File: config.mk
export PLATFORM = sky130hd
export DESIGN_NAME = muldiv_unit
export DESIGN_NICKNAME = d
export VERILOG_FILES = /design/src/rtl/muldiv_unit.sv
export SDC_FILE = /design/constraint.sdc
export NUM_CORES = 2
export LEC_CHECK = 0
export ABC_AREA = 1
export CELL_PAD_IN_SITES_DETAIL_PLACEMENT = 1
export CELL_PAD_IN_SITES_GLOBAL_PLACEMENT = 1
export CORE_AREA = 2 2 387 389
export CTS_CLUSTER_DIAMETER = 60
export CTS_CLUSTER_SIZE = 16
export DETAILED_ROUTE_END_ITERATION = 16
export DIE_AREA = 0 0 389 391
export PLACE_DENSITY_LB_ADDON = 0.1
export SLEW_MARGIN = 20
export SYNTH_ARGS = -nofsm -noshare
export SYNTH_HDL_FRONTEND = slang
export SYNTH_SLANG_ARGS = --single-unit
File: constraint.sdc
create_clock -name clock -period 19.7 [get_ports clock]
set_input_delay 1.97 -clock clock [delete_from_list [all_inputs] [get_ports clock]]
set_output_delay 1.97 -clock clock [all_outputs]
set_load 0.01 [all_outputs]
File: src/rtl/muldiv_unit.sv
// muldiv_unit: HI/LO multiply/divide unit for the MIPS32 execute stage.
// Pipelined multiplier, iterative restoring divider, MTHI/MTLO moves.
module muldiv_unit #(
  parameter int WIDTH      = 32,
  parameter int MUL_STAGES = 2,
  parameter int DIV_BITS   = 1
) (
  input  logic             clock,
  input  logic             reset,
  input  logic             start,
  input  logic [3:0]       op,
  input  logic [WIDTH-1:0] a,
  input  logic [WIDTH-1:0] b,
  input  logic             flush,
  input  logic             hilo_read,
  output logic [WIDTH-1:0] hi,
  output logic [WIDTH-1:0] lo,
  output logic             busy,
  output logic             stall,
  output logic             done,
  output logic             div_by_zero
);

  localparam int W2   = 2 * WIDTH;
  localparam int N    = WIDTH / DIV_BITS;
  localparam int CMAX = (N > MUL_STAGES) ? N : MUL_STAGES;
  localparam int CW   = $clog2(CMAX + 1);

  typedef enum logic [1:0] {
    S_IDLE,
    S_MUL,
    S_DIV,
    S_FIX
  } state_t;

  state_t          state;
  logic [CW-1:0]   cnt;

  logic [WIDTH-1:0] mul_a;
  logic [WIDTH-1:0] mul_b;
  logic             mul_sgn;
  logic [1:0]       mul_mode;

  logic [WIDTH-1:0] div_q;
  logic [WIDTH-1:0] div_r;
  logic [WIDTH-1:0] div_d;
  logic [WIDTH-1:0] div_a;
  logic             div_qneg;
  logic             div_rneg;
  logic             div_zero;

  logic             is_mul;
  logic             is_div;
  logic             is_mthi;
  logic             is_mtlo;
  logic             op_sgn;
  logic [WIDTH-1:0] a_mag;
  logic [WIDTH-1:0] b_mag;

  logic [W2-1:0]    ext_a;
  logic [W2-1:0]    ext_b;
  logic [W2-1:0]    prod;
  logic [W2-1:0]    prod_wb;
  logic [W2-1:0]    mul_res;

  logic [WIDTH-1:0] nq;
  logic [WIDTH-1:0] nr;
  logic [WIDTH:0]   t;
  logic [WIDTH-1:0] q_fix;
  logic [WIDTH-1:0] r_fix;

  assign is_mul  = (op <= 4'd5);
  assign is_div  = (op == 4'd6) || (op == 4'd7);
  assign is_mthi = (op == 4'd8);
  assign is_mtlo = (op == 4'd9);
  assign op_sgn  = ~op[0];

  assign a_mag = (op_sgn && a[WIDTH-1]) ? -a : a;
  assign b_mag = (op_sgn && b[WIDTH-1]) ? -b : b;

  assign busy  = (state != S_IDLE);
  assign stall = busy & (start | hilo_read);

  assign ext_a = mul_sgn ? {{WIDTH{mul_a[WIDTH-1]}}, mul_a}
                         : {{WIDTH{1'b0}}, mul_a};
  assign ext_b = mul_sgn ? {{WIDTH{mul_b[WIDTH-1]}}, mul_b}
                         : {{WIDTH{1'b0}}, mul_b};
  assign prod  = ext_a * ext_b;

  if (MUL_STAGES == 1) begin : g_comb
    assign prod_wb = prod;
  end else begin : g_pipe
    logic [W2-1:0] pipe [MUL_STAGES-1];

    // Product pipeline; operands stay latched so the tail is valid at writeback.
    always_ff @(posedge clock or negedge reset) begin
      if (!reset) begin
        for (int i = 0; i < MUL_STAGES - 1; i++) pipe[i] <= '0;
      end else begin
        pipe[0] <= prod;
        for (int i = 1; i < MUL_STAGES - 1; i++) pipe[i] <= pipe[i-1];
      end
    end

    assign prod_wb = pipe[MUL_STAGES-2];
  end

  // Accumulate mode selects plain, add or subtract against current HI/LO.
  always_comb begin
    mul_res = prod_wb;
    unique case (mul_mode)
      2'd1:    mul_res = {hi, lo} + prod_wb;
      2'd2:    mul_res = {hi, lo} - prod_wb;
      default: mul_res = prod_wb;
    endcase
  end

  // DIV_BITS restoring steps on magnitudes per iteration.
  always_comb begin
    nq = div_q;
    nr = div_r;
    t  = '0;
    for (int i = 0; i < DIV_BITS; i++) begin
      t  = {nr, nq[WIDTH-1]};
      nq = {nq[WIDTH-2:0], 1'b0};
      if (t >= {1'b0, div_d}) begin
        t     = t - {1'b0, div_d};
        nq[0] = 1'b1;
      end
      nr = t[WIDTH-1:0];
    end
  end

  assign q_fix = div_qneg ? -div_q : div_q;
  assign r_fix = div_rneg ? -div_r : div_r;

  // Control FSM plus HI/LO commit and completion pulses.
  always_ff @(posedge clock or negedge reset) begin
    if (!reset) begin
      state       <= S_IDLE;
      cnt         <= '0;
      hi          <= '0;
      lo          <= '0;
      done        <= 1'b0;
      div_by_zero <= 1'b0;
      mul_a       <= '0;
      mul_b       <= '0;
      mul_sgn     <= 1'b0;
      mul_mode    <= 2'd0;
      div_q       <= '0;
      div_r       <= '0;
      div_d       <= '0;
      div_a       <= '0;
      div_qneg    <= 1'b0;
      div_rneg    <= 1'b0;
      div_zero    <= 1'b0;
    end else begin
      done        <= 1'b0;
      div_by_zero <= 1'b0;
      case (state)
        S_IDLE: begin
          if (start && !flush) begin
            unique case (1'b1)
              is_mul: begin
                mul_a    <= a;
                mul_b    <= b;
                mul_sgn  <= op_sgn;
                mul_mode <= op[2:1];
                cnt      <= CW'(MUL_STAGES - 1);
                state    <= S_MUL;
              end
              is_div: begin
                div_q    <= a_mag;
                div_r    <= '0;
                div_d    <= b_mag;
                div_a    <= a;
                div_zero <= (b == '0);
                div_qneg <= op_sgn && (a[WIDTH-1] ^ b[WIDTH-1]);
                div_rneg <= op_sgn && a[WIDTH-1];
                cnt      <= CW'(N - 1);
                state    <= S_DIV;
              end
              is_mthi: hi <= a;
              is_mtlo: lo <= a;
              default: ;
            endcase
          end
        end
        S_MUL: begin
          if (flush) begin
            state <= S_IDLE;
          end else if (cnt == '0) begin
            {hi, lo} <= mul_res;
            done     <= 1'b1;
            state    <= S_IDLE;
          end else begin
            cnt <= cnt - 1'b1;
          end
        end
        S_DIV: begin
          if (flush) begin
            state <= S_IDLE;
          end else begin
            div_q <= nq;
            div_r <= nr;
            if (cnt == '0) state <= S_FIX;
            else           cnt   <= cnt - 1'b1;
          end
        end
        S_FIX: begin
          if (flush) begin
            state <= S_IDLE;
          end else begin
            if (div_zero) begin
              lo          <= '1;
              hi          <= div_a;
              div_by_zero <= 1'b1;
            end else begin
              lo <= q_fix;
              hi <= r_fix;
            end
            done  <= 1'b1;
            state <= S_IDLE;
          end
        end
        default: state <= S_IDLE;
      endcase
    end
  end

endmodule

==> metrics.log <==
INFO  metric outcome = finished, final reports clean
INFO  metric worst_clock_skew = 0.0707 ns
INFO  metric timing_worst_slew_pin_value = 1.21 ns
INFO  metric clock_tree.root_cell = clkbuf_16
INFO  metric area_enclosed_by_the_die_boundary = 152000 sq um
INFO  metric synth_nets = 12.6k
INFO  metric vias_per_cell = 5.78
INFO  metric via_count = 72.4k
INFO  metric min-delay-path-class = reg -> reg
INFO  metric synth-seq-area-share = 0.108
INFO  metric die_h = 391 microns
INFO  metric detailedRoute.firstIterationViolations = 6407
INFO  metric period_minus_slack = 11.02 ns
INFO  metric setup_viol = 0
INFO  metric signed_area_change_from_the_synthesized_netlist_to_the_final_layout = 6.02%
INFO  metric worst_setup_path_start_kind = register
INFO  metric place.gp.congestion = 1.02
INFO  metric coreArea = 149000 sq um
INFO  metric synth.distinct_cells = 60
INFO  metric synthesis.area = 77900 sq um
INFO  metric num-nets-final = 12.5k
INFO  metric numCtsBuffers = 46
INFO  metric slew-limit-headroom = 0.192
INFO  metric rsz0062_at_grt = no
INFO  metric cts_post_setup_buffers_inserted = 0
INFO  metric row_cnt = 142
INFO  metric layout_commonest_cell = inv_1
INFO  metric ys_seq_elements = 336
INFO  metric pin_count = 141
INFO  metric timing_hold_violations_final = 0
INFO  metric synth.avg_cell_area = 7.31 sq um
INFO  metric grt_pass1_wl = 501 mm
INFO  metric final.period_utilization = 0.559
INFO  metric gr-usage-all-layers = 0.442
INFO  metric mostFrequentLayoutCells = inv_1 (2962), nand2_1 (2587), fa_1 (1414)
INFO  metric cts.path.max_buffers = 3
INFO  metric worstRegToRegCells = 27
INFO  metric cp.arrival = 11.53 ns
INFO  metric clock_sinks = 336
INFO  metric path_class = reg -> reg
INFO  metric ant_nets = 0
INFO  metric timing.hold.worst_path_depth = 2
INFO  metric cp_data_required_time = 20.21 ns
INFO  metric dp.final_hpwl = 276 mm
INFO  metric drive_gt1_frac = 0.0287
INFO  metric buffer_ports.inserted = 140
INFO  metric cap_viol_max_count = 0
INFO  metric drc = 0
INFO  metric resized_after_cts = 0
INFO  metric end_kind = register
INFO  metric grt_overflow = 0
INFO  metric grt_start_max_net_pins = 99
INFO  metric cts.htree.levels = 2
INFO  metric detail_route.wirelength = 333 mm
INFO  metric drtPass1Iterations = 8
INFO  metric via_count_of_the_first_global_routing_pass = 81.0k
INFO  metric final-max-slew-violation-count = 0
INFO  metric clk-insertion-delay-late = 0.69 ns
INFO  metric die_w = 389 microns
INFO  metric cts-hold-fix-buffers = 0
INFO  metric post_synthesis_instance_total = 10.7k
INFO  metric achievable-frequency = 0.0907 GHz
INFO  metric cts_tree = yes
INFO  metric timing.setup.tns = 0 ns
INFO  metric initial_core_util = 0.525
INFO  metric path_clk_slew = 0.07 ns
INFO  metric antenna_violations_before_repair = 12
INFO  metric wl_per_cell = 26.6 microns
INFO  metric crit_fanout = 34
INFO  metric yosysWarningCount = 0
-- layout make-up --
type                    instances  area [sq um]
flip-flops and latches        336          8410
fillers                     19181         65900
repair buffers                234          2110
clock buffers                  48          1170
inverters                    2986         11200
multi-input cells            6943         56700
clock inverters                35           512
diodes                          5          12.5
well taps                    1944          2430
-- worst max-delay path, stage by stage (launching register included) --
cell and delay (ns):
dfrtp_1 0.35, buf_4 0.44, nand2_1 0.31, inv_1 0.79, nand2_1 0.35, fa_1 0.77, inv_1 0.14, fa_1 0.54
fa_1 1.00, inv_1 0.34, fa_1 0.57, inv_1 0.05, fa_1 0.53, fa_1 0.44, fa_1 0.50, fa_1 0.50
fa_1 0.49, inv_1 0.05, fa_1 0.49, inv_1 0.04, ha_1 0.43, nand2_1 0.15, nor2_1 0.12, inv_1 0.10
nor4_2 0.63, nand3_1 0.16, nand3_1 0.18, xor2_1 0.32
-- synthesized netlist by cell type, drive strengths merged --
master | instances | area share
inv | 2984 | 0.14
nand4 | 84 | 0.0067
o21a | 8 | 0.00077
a21boi | 7 | 0.00067
xnor2 | 36 | 0.0040
ha | 425 | 0.068
and3 | 11 | 0.00088
a41oi | 1 | 0.00011
a21oi | 386 | 0.025
and3b | 1 | 0.00011
dfrtp | 336 | 0.11
nand2b | 1 | 0.000080
clkinv | 2 | 0.000096
buf | 59 | 0.0043
nand3 | 407 | 0.027
or2 | 13 | 0.0010
nor2 | 686 | 0.034
o22ai | 4 | 0.00032
nor2b | 1 | 0.000080
o22a | 1 | 0.00011
o21bai | 30 | 0.0029
nand3b | 13 | 0.0013
o2111ai | 1 | 0.00011
a21o | 8 | 0.00077
nand2 | 2623 | 0.13
o31ai | 8 | 0.00095
o21ai | 426 | 0.028
and2 | 3 | 0.00024
fa | 1414 | 0.36
a211oi | 12 | 0.0012
clkbuf | 334 | 0.016
nor3b | 4 | 0.00039
o221ai | 2 | 0.00022
nor4 | 23 | 0.0019
nor3 | 62 | 0.0044
mux2 | 3 | 0.00043
o211ai | 32 | 0.0031
a31oi | 38 | 0.0031
xor2 | 168 | 0.019
a22oi | 1 | 0.000096
-- state kept, by name, indices dropped and copies added (netlist names), 2 cells and up --
| register | count |
|---|---|
| div_a | 32 |
| div_q | 32 |
| div_r | 32 |
| cnt | 6 |
| state | 2 |
| mul_mode | 2 |
| lo | 32 |
| hi | 32 |
| mul_a | 32 |
| mul_b | 32 |
| g_pipe.pipe | 64 |
| div_d | 32 |
-- layer usage --
metal | global-route usage | vias up | share of wire
met4 | 0.291 | 6 | 0.080
li1 | - | 30779 | -
met2 | 0.724 | 3701 | 0.46
met3 | 0.0865 | 1321 | 0.088
met1 | 0.534 | 36569 | 0.37
met5 | 0 | - | 0.00012
-- per-stage QoR --
| step | util | area [sq um] | worst slack, ns | std cells | hold WS [ns] |
|---|---|---|---|---|---|
| after floorplan | - | 77900 | 11.01 | 10658 | 0.448 |
| after global placement | 0.545 | 80900 | 9.28 | 12443 | 0.462 |
| after detailed placement | 0.545 | 80900 | 8.90 | 12443 | 0.470 |
| after CTS | 0.556 | 82600 | 8.82 | 12526 | 0.494 |
| after global routing | 0.556 | 82600 | 8.25 | 12526 | 0.522 |
| final | 0.556 | 82600 | 8.68 | 12531 | 0.491 |
-- cell families after synthesis --
group | after synthesis | share of synthesized area
mux | 3 | 0.000434
fa+ha+maj | 1839 | 0.432
flops | 336 | 0.108
buf+inv | 3379 | 0.164
compound gates | 965 | 0.0670
simple gates | 3932 | 0.206
xor+xnor | 204 | 0.0229
-- final timing paths --
kind	start	to	slack (ns)
max in group asynchronous	reset	g_pipe.pipe[55]	15.83
hold reg to reg	div_a[6]	div_a[6]	0.49
setup reg to reg	mul_a[31]	g_pipe.pipe[44]	8.68
hold / removal	div_a[6]	div_a[6]	0.49
min in group asynchronous	reset	cnt[1]	1.38
setup / recovery	mul_a[31]	g_pipe.pipe[44]	8.68
Power is not shown: default switching activity piles up to over one toggle a cycle in this logic, so the estimate is an artifact.
